### config.mk
export PLATFORM = sky130hd
export DESIGN_NAME = bus_lane_bridge
export DESIGN_NICKNAME = d
export VERILOG_FILES = /design/src/rtl/bridge_pkg.sv /design/src/rtl/lane_shifter.sv /design/src/rtl/bus_lane_bridge.sv
export SDC_FILE = /design/constraint.sdc
export NUM_CORES = 1
export LEC_CHECK = 0
export ABC_AREA = 1
export CAP_MARGIN = 20
export CORE_ASPECT_RATIO = 0.9
export CORE_UTILIZATION = 55
export DETAILED_ROUTE_END_ITERATION = 8
export PLACE_DENSITY = 0.94
export SLEW_MARGIN = 5
export SYNTH_ARGS = -nofsm -noshare
export SYNTH_HDL_FRONTEND = slang
export SYNTH_SLANG_ARGS = --single-unit
### constraint.sdc
create_clock -name clk -period 2.2 [get_ports clk]
set_input_delay 0.44 -clock clk [delete_from_list [all_inputs] [get_ports clk]]
set_output_delay 0.44 -clock clk [all_outputs]
set_load 0.01 [all_outputs]
### src/rtl/bridge_pkg.sv
// Shared types and helpers for the CPU-bus to pin-lane bridge.
// Holds the FSM state enum, the pin_phase encodings and the beat-count helper.
package bridge_pkg;

    typedef enum logic [2:0] {
        StIdle,
        StSend,
        StTurn,
        StRecv,
        StDone
    } state_e;

    localparam logic [1:0] PhaseIdle = 2'd0;
    localparam logic [1:0] PhaseSend = 2'd1;
    localparam logic [1:0] PhaseTurn = 2'd2;
    localparam logic [1:0] PhaseRecv = 2'd3;

    function automatic int unsigned beats(input int unsigned width, input int unsigned lane);
        return width / lane;
    endfunction

    function automatic int unsigned max_u(input int unsigned a, input int unsigned b);
        return (a > b) ? a : b;
    endfunction

endpackage

### src/rtl/lane_shifter.sv
// Lane-granular shift register: parallel load, shift toward beat 0 with a new lane
// entering at the top, so it serves both serialisation and deserialisation.
module lane_shifter #(
    parameter int unsigned Width = 32,
    parameter int unsigned LaneW = 8
) (
    input  logic             clk,
    input  logic             rst_n,
    input  logic             load_i,
    input  logic [Width-1:0] load_data_i,
    input  logic             shift_i,
    input  logic [LaneW-1:0] serial_i,
    output logic [LaneW-1:0] serial_o,
    output logic [Width-1:0] data_next_o
);

    logic [Width-1:0]       data_q, data_d;
    logic [Width+LaneW-1:0] shifted;

    assign shifted = {serial_i, data_q};

    always_comb begin
        data_d = data_q;
        if (load_i) begin
            data_d = load_data_i;
        end else if (shift_i) begin
            data_d = shifted[Width+LaneW-1:LaneW];
        end
    end

    always_ff @(posedge clk or negedge rst_n) begin
        if (!rst_n) begin
            data_q <= '0;
        end else begin
            data_q <= data_d;
        end
    end

    assign serial_o    = data_q[LaneW-1:0];
    assign data_next_o = data_d;

endmodule

### src/rtl/bus_lane_bridge.sv
// Single-transaction bridge from the CPU parallel bus to narrow pin lanes, with
// external wait states, a one-cycle bus turnaround for reads and a CPU ack pulse.
module bus_lane_bridge
    import bridge_pkg::*;
#(
    parameter int unsigned ADDR_W = 32,
    parameter int unsigned DATA_W = 32,
    parameter int unsigned LANE_W = 8
) (
    input  logic              clk,
    input  logic              rst_n,
    input  logic              cpu_req,
    input  logic              cpu_we,
    input  logic [ADDR_W-1:0] cpu_addr,
    input  logic [DATA_W-1:0] cpu_wdata,
    output logic [DATA_W-1:0] cpu_rdata,
    output logic              cpu_ack,
    output logic              cpu_busy,
    output logic [LANE_W-1:0] pin_addr,
    output logic [LANE_W-1:0] pin_wdata,
    output logic [LANE_W-1:0] pin_oe,
    input  logic [LANE_W-1:0] pin_rdata,
    input  logic              pin_ready,
    output logic [1:0]        pin_phase,
    output logic              pin_frame,
    output logic              pin_we
);

    localparam int unsigned AB   = beats(ADDR_W, LANE_W);
    localparam int unsigned DB   = beats(DATA_W, LANE_W);
    localparam int unsigned SB   = max_u(AB, DB);
    localparam int unsigned CntW = $clog2(SB + 1);

    localparam logic [CntW-1:0] SendLast = CntW'(SB - 1);
    localparam logic [CntW-1:0] RecvLast = CntW'(DB - 1);

    if (LANE_W == 0) begin : g_lane_chk
        $error("LANE_W must be non-zero");
    end
    if (ADDR_W % LANE_W != 0) begin : g_addr_chk
        $error("ADDR_W must be a multiple of LANE_W");
    end
    if (DATA_W % LANE_W != 0) begin : g_data_chk
        $error("DATA_W must be a multiple of LANE_W");
    end

    state_e            state_q, state_d;
    logic [CntW-1:0]   beat_q, beat_d;
    logic              we_q, we_d;
    logic [DATA_W-1:0] rdata_q, rdata_d;

    logic              accept;
    logic              send_step;
    logic              recv_step;
    logic              in_send;
    logic [LANE_W-1:0] addr_lane;
    logic [LANE_W-1:0] wdata_lane;
    logic [LANE_W-1:0] rx_lane_unused;
    logic [ADDR_W-1:0] addr_next_unused;
    logic [DATA_W-1:0] wdata_next_unused;
    logic [DATA_W-1:0] rx_next;
    logic              unused_shift;

    assign accept    = (state_q == StIdle) && cpu_req;
    assign send_step = (state_q == StSend) && pin_ready;
    assign recv_step = (state_q == StRecv) && pin_ready;
    assign in_send   = (state_q == StSend);

    // Zeros shift in behind the payload, so beats past AB/DB come out as 0.
    lane_shifter #(
        .Width (ADDR_W),
        .LaneW (LANE_W)
    ) u_addr_shift (
        .clk         (clk),
        .rst_n       (rst_n),
        .load_i      (accept),
        .load_data_i (cpu_addr),
        .shift_i     (send_step),
        .serial_i    ('0),
        .serial_o    (addr_lane),
        .data_next_o (addr_next_unused)
    );

    lane_shifter #(
        .Width (DATA_W),
        .LaneW (LANE_W)
    ) u_wdata_shift (
        .clk         (clk),
        .rst_n       (rst_n),
        .load_i      (accept),
        .load_data_i (cpu_we ? cpu_wdata : '0),
        .shift_i     (send_step),
        .serial_i    ('0),
        .serial_o    (wdata_lane),
        .data_next_o (wdata_next_unused)
    );

    lane_shifter #(
        .Width (DATA_W),
        .LaneW (LANE_W)
    ) u_rdata_shift (
        .clk         (clk),
        .rst_n       (rst_n),
        .load_i      (accept),
        .load_data_i ('0),
        .shift_i     (recv_step),
        .serial_i    (pin_rdata),
        .serial_o    (rx_lane_unused),
        .data_next_o (rx_next)
    );

    assign unused_shift = ^{rx_lane_unused, addr_next_unused, wdata_next_unused};

    always_ff @(posedge clk or negedge rst_n) begin
        if (!rst_n) begin
            state_q <= StIdle;
            beat_q  <= '0;
            we_q    <= 1'b0;
            rdata_q <= '0;
        end else begin
            state_q <= state_d;
            beat_q  <= beat_d;
            we_q    <= we_d;
            rdata_q <= rdata_d;
        end
    end

    always_comb begin
        state_d = state_q;
        beat_d  = beat_q;
        we_d    = we_q;
        rdata_d = rdata_q;
        unique case (state_q)
            StIdle: begin
                if (cpu_req) begin
                    state_d = StSend;
                    beat_d  = '0;
                    we_d    = cpu_we;
                end
            end
            StSend: begin
                if (pin_ready) begin
                    if (beat_q == SendLast) begin
                        beat_d  = '0;
                        state_d = we_q ? StDone : StTurn;
                    end else begin
                        beat_d = beat_q + CntW'(1);
                    end
                end
            end
            StTurn: begin
                state_d = StRecv;
            end
            StRecv: begin
                if (pin_ready) begin
                    if (beat_q == RecvLast) begin
                        beat_d  = '0;
                        state_d = StDone;
                        // Commit the fully assembled word so it is visible in the ack cycle.
                        rdata_d = rx_next;
                    end else begin
                        beat_d = beat_q + CntW'(1);
                    end
                end
            end
            StDone: begin
                state_d = StIdle;
            end
            default: begin
                state_d = StIdle;
                beat_d  = '0;
            end
        endcase
    end

    always_comb begin
        pin_phase = PhaseIdle;
        unique case (state_q)
            StSend:  pin_phase = PhaseSend;
            StTurn:  pin_phase = PhaseTurn;
            StRecv:  pin_phase = PhaseRecv;
            default: pin_phase = PhaseIdle;
        endcase
        cpu_ack   = (state_q == StDone);
        cpu_busy  = (state_q != StIdle);
        pin_oe    = {LANE_W{in_send}};
        pin_frame = in_send && (beat_q == '0);
        pin_addr  = in_send ? addr_lane : '0;
        pin_wdata = in_send ? wdata_lane : '0;
        pin_we    = we_q;
        cpu_rdata = rdata_q;
    end

endmodule

# Word level (Yosys, flattened, before mapping)
# Index checks and enable logic that the tools add are counted.
dict set report op_classes {
  add_sub_neg 1
  eq_ne 11
  muxes 21
  bitwise 1
  n_reduce_logical 14
}
# operator count
set op_table {}
lappend op_table {{32-bit two-way mux} 7}
lappend op_table {{3-bit two-way mux} 9}
lappend op_table {{8-bit two-way mux} 2}
lappend op_table {{3-bit case mux with 4 select lines} 1}
lappend op_table {{3-bit by 2-bit equality test with 1-bit output, second input constant} 3}
lappend op_table {{3-bit case mux with 3 select lines} 1}
lappend op_table {{3-bit logical NOT} 2}
lappend op_table {{2-bit by 1-bit != test with 1-bit output, second input constant} 3}
lappend op_table {{2-bit != test, second input constant} 3}
lappend op_table {{2-bit case mux with 3 select lines} 1}
lappend op_table {{3-bit AND reduction} 2}
lappend op_table {{5-bit AND reduction} 1}
lappend op_table {{1-bit logical AND} 4}
lappend op_table {{2-bit OR reduction} 2}
lappend op_table {{3-bit by 1-bit adder with 3-bit output, second input constant} 1}
lappend op_table {{3-bit by 1-bit equality test with 1-bit output, second input constant} 1}
lappend op_table {{3-bit equality test, second input constant} 1}
lappend op_table {{3-bit nonzero test} 1}
lappend op_table {{2-bit AND reduction} 1}
lappend op_table {{2-bit nonzero test} 1}
lappend op_table {{1-bit NOT} 1}
dict set report word_totals {
  regBits 135
  wordCells 55
}

# Logic depth before layout (Yosys ltp)
dict set report logic_depth {
  word_depth 4
  depth_mapped 9
  ltp_nobuf 7
}

# Hierarchy
# Synthesis repeated with hierarchy kept, for this count alone.
dict set report unflattened {
  cells_unflattened 1084
  hier_area_um2 7649.8
}
# mod instances cells_per_inst area_per_inst_um2
set modules_own_cells {}
lappend modules_own_cells {lane_shifter 3 256 1776.7}
lappend modules_own_cells {bus_lane_bridge 1 316 2319.7}

# Least setup slack after synthesis
# Ideal clock, no wire load.
dict set report synth_path {
  path_kind {flip-flop to output port}
  start {reg state_q[2]}
  end {out pin_addr[4]}
  arrival_time_ns 1.239
  required_ns 1.760
  setup_slack_ns 0.521
  stages_incl_launch_ff 7
  n_path_buf 1
  cell_sequence {dfrtp_1 inv_2 nand2_2 nor2_4 inv_2 clkbuf_1 nor2_1}
}
dict set report synth_via {
  elab_chain_len 2
}
# element line
set synth_rtl {}
lappend synth_rtl {{start: declaration} bus_lane_bridge.sv:47} ;# state_e state_q, state_d;
lappend synth_rtl {{start signal: assignment} bus_lane_bridge.sv:116} ;# state_q <= StIdle;
lappend synth_rtl {{start signal: assignment} bus_lane_bridge.sv:121} ;# state_q <= state_d;
lappend synth_rtl {{3-bit by 1-bit equality test with 1-bit output} bus_lane_bridge.sv:67} ;# assign in_send = (state_q == StSend);
lappend synth_rtl {{named net in_send} bus_lane_bridge.sv:55} ;# logic in_send;
lappend synth_rtl {{8-bit two-way mux} bus_lane_bridge.sv:188} ;# pin_addr = in_send ? addr_lane : '0;
lappend synth_rtl {{end: declaration} bus_lane_bridge.sv:19} ;# output logic [LANE_W-1:0] pin_addr,
# The timed path passes the listed nets, and every way through them passes these cells.

# Final worst setup path
dict set report layout_path {
  start {reg state_q[0]}
  end {out pin_phase[0]}
}
dict set report layout_via {
  elab_chain_len 2
  elab_cells_between_ends 4
}
# element line
set layout_rtl {}
lappend layout_rtl {{3-bit by 2-bit equality test with 1-bit output or 3-bit by 1-bit equality test with 1-bit output (tied branches)} bus_lane_bridge.sv:178} ;# unique case (state_q)
lappend layout_rtl {{2-bit case mux with 3 select lines *} bus_lane_bridge.sv:178}
lappend layout_rtl {{end: declaration} bus_lane_bridge.sv:24} ;# output logic [1:0] pin_phase,
# Mark *: on every way between the ends. The rest lies on a longest branch, timed or not.

==> results_dict.tcl <==
set metrics [dict create \
    status "finished, final reports clean" \
    total_power_mw 10.84 \
    vias 6194 \
    ant_nets 0 \
    cellPowerDensity_nw_per_um2 1291 \
    synthXorXnorAreaFrac_pct 0 \
    ys.warnings.count 0 \
    setup_slack_ns 0.08136 \
    drt_wl_total_um 16770 \
    post-route-period-util_pct 96.30 \
    gp_congestion 0.8532 \
    cts_tree "done" \
    synth_compound_area_share_pct 2.195 \
    hold_path.startpoint "cpu_req" \
    overflow 0 \
    sw_frac_of_total_pct 39.85 \
    crit_type "reg2out" \
    crit_start "state_q[0]" \
    met1_usage_pct 38.33 \
    core-area_um2 11080 \
    crit_path_start_kind "flip-flop" \
    place_area_um2 7775 \
    place_hpwl_um 10630 \
    worstPathArrival_ns 1.68 \
    antenna_found_initial 0 \
    syn_inst 854 \
    dp_slack_ns 0.1203 \
    finalSetupViolations 0 \
    clk_latency_ns 0.41 \
    fill_cells 788 \
    std_cell_rows 36 \
    multiInputGateArea_um2 2625 \
    worst-slew-pin-transition_ns 0.7142 \
    htree_num_levels 4 \
    synth.ff_latch_count 127 \
    synthTopCellsByArea "dfrtp_1 (50%), nand2_1 (21%), nand4_1 (7.8%)" \
    top_usage_layer "met2" \
    setup.worst_path.end_class "primary output" \
    synth_nets 933 \
    synth_top_family_by_area "simple AND/OR/NAND/NOR gates" \
    cts_made_buffers 17 \
    max-cap-violations 0 \
    dieHeight_um 104.2 \
    relSlewSlack_pct 52.34 \
    yosys.area_share.simple_pct 38.17 \
    root_buffer "clkbuf_16" \
    cts_buffer_depth 2 \
    max_freq_mhz 472.0 \
    stdcell_count 1123 \
    nNetsFinal 1037 \
    ir_drop_uv 792.0 \
    grt_max_degree 88 \
    power_frac_seq_pct 33.8 \
    drive_gt1_share_pct 7.312 \
    stdcell_area_um2 8397 \
    routedWlPerCell_um 14.93 \
    initial_core_util_pct 57.62 \
    route.detailed.drc 0 \
    dpl.cell_count 1088 \
    ys_types 20 \
    diodes 0 \
    intPower_mw 6.521 \
    syn_area_per_cell_um2 7.476 \
    grtUsageMet3_pct 5.303 \
    netlist_area_um2 6385 \
    seq_area_um2 3182 \
    detail_route.vias_per_cell 5.516 \
    post-route-util_pct 75.78 \
    cp_max_fo 5 \
    grt_pass1_vias 5891 \
    die_x_um 115.6 \
    p_switching_mw 4.321 \
    grt_pass1_wl_um 27320 \
    num_io_pins 139 \
    p_leak_nw 4.507 \
    synth_adder_area_share_pct 0.3919 \
    dr.first_iter.drc_count 591 \
    grt_util_met2_pct 45.72 \
    netlist.area_leader.share_pct 49.77 \
    required_ns 1.76 \
    cts_sinks 127 \
    synth_top_area_cell "dfrtp_1" \
    dieArea_um2 12040 \
    track_usage_pct 28.80 \
    min_period_ns 2.119 \
    hp-class "in2reg" \
    skew_ns 0.01085 \
    combPwrFrac_pct 39.7 \
    hold_violations 0 \
    r2r_start "state_q[2]" \
    yosysSeqAreaShare_pct 49.77 \
    drv_slew 0 \
    first_pass_iters 7 \
    cts.clk_slew.worst_paths_ns 0.06 \
    syn_to_final_growth_pct 31.51 \
    clkPwrFrac_pct 26.5 \
    io_buffers 138 \
    muxShareOfSynthArea_pct 0 \
]
==> what timing repair did <==
item,in CTS,in global routing
gates cloned,0,0
hold buffers,1,0
endpoints found under the setup margin,29,18
setup buffers,0,2
resized for setup,29,8
hold endpoints to repair,46,0
==> registers in the layout, summed over array words and instances (netlist names) <==
register              count
beat_q                    3
cpu_rdata                32
pin_we                    1
state_q                   3
u_addr_shift.data_q      32
u_rdata_shift.data_q     24
u_wdata_shift.data_q     32
==> final timing paths <==
check / to / slack [ns] / cells past startpoint
min: pin_we / 0.45 / 3
max in group asynchronous: u_wdata_shift.data_q[19] / 1.01 / 3
min reg2reg: cpu_rdata[15] / 0.48 / 2
min in group asynchronous: cpu_rdata[5] / 0.54 / 2
max: pin_phase[0] / 0.08 / 3
max reg2reg: u_rdata_shift.data_q[8] / 0.51 / 6
==> area by class of cell <==
cell class / instances / area share (%)
Sequential cell: 127 / 37.89
Multi-Input combinational cell: 596 / 31.26
Timing Repair Buffer: 161 / 18.83
Clock buffer: 18 / 5.230
Inverter: 55 / 2.488
Tap cell: 152 / 2.265
Clock inverter: 14 / 2.027
==> metrics by stage <==
step,TNS (ns),hold slack [ns]
floorplan,0,0.1444
global placement,0,0.4073
detailed placement,0,0.4152
CTS,0,0.4456
global route,-0.001504,0.4716
finish,0,0.4517
==> layer usage <==
layer	wire length [µm]	share of wire (%)
met1	6951	41
met4	459	2.7
met2	8181	49
met5	0	0
met3	1177	7.0
==> worst max-delay path: stages, from the launching register on <==
cell and delay (ns):
dfrtp_2 0.43, inv_1 0.07, nor2_2 0.19, clkdlybuf4s50_1 0.59
==> power by group through the flow <==
| stage | Combinational (mW) | Sequential (mW) | Clock, mW |
|---|---|---|---|
| 2_1_floorplan | 2.94 | 3.59 | 0 |
| 3_3_place_gp | 4.16 | 3.63 | 0 |
| 3_5_place_dp | 4.30 | 3.67 | 0 |
| 4_1_cts | 4.25 | 3.65 | 2.89 |
| 5_1_grt | 4.81 | 3.74 | 3.00 |
| 6_report | 4.30 | 3.67 | 2.87 |
==> placed cells by master, fill, tap and decap left out, types with 4 or more instances in the layout <==
master,n
a21oi_1,15
buf_12,4
buf_4,18
clkbuf_16,17
clkdlybuf4s15_1,6
clkdlybuf4s50_1,110
dfrtp_1,124
dlygate4sd2_1,19
inv_1,51
inv_6,5
nand2_1,363
nand3_1,70
nand4_1,80
nor2_1,44
o21ai_0,10
==> cell usage after synthesis (all sizes together) <==
library cell / number
nand2: 365
dfrtp: 127
nand4: 80
nand3: 71
buf: 56
inv: 55
nor2: 49
clkbuf: 20
a21oi: 15
o21ai: 13
ha: 2
nor3: 1
==> logic make-up (layout without fill, tap and decap cells) <==
kind of cell / Yosys count / after routing
and+or+nand+nor: 566 / 566
buffers and inverters: 131 / 248
DFF: 127 / 127
AOI/OAI and AO/OA: 28 / 28
adders and majority gates: 2 / 2
Power figures use the tool's default switching activity.
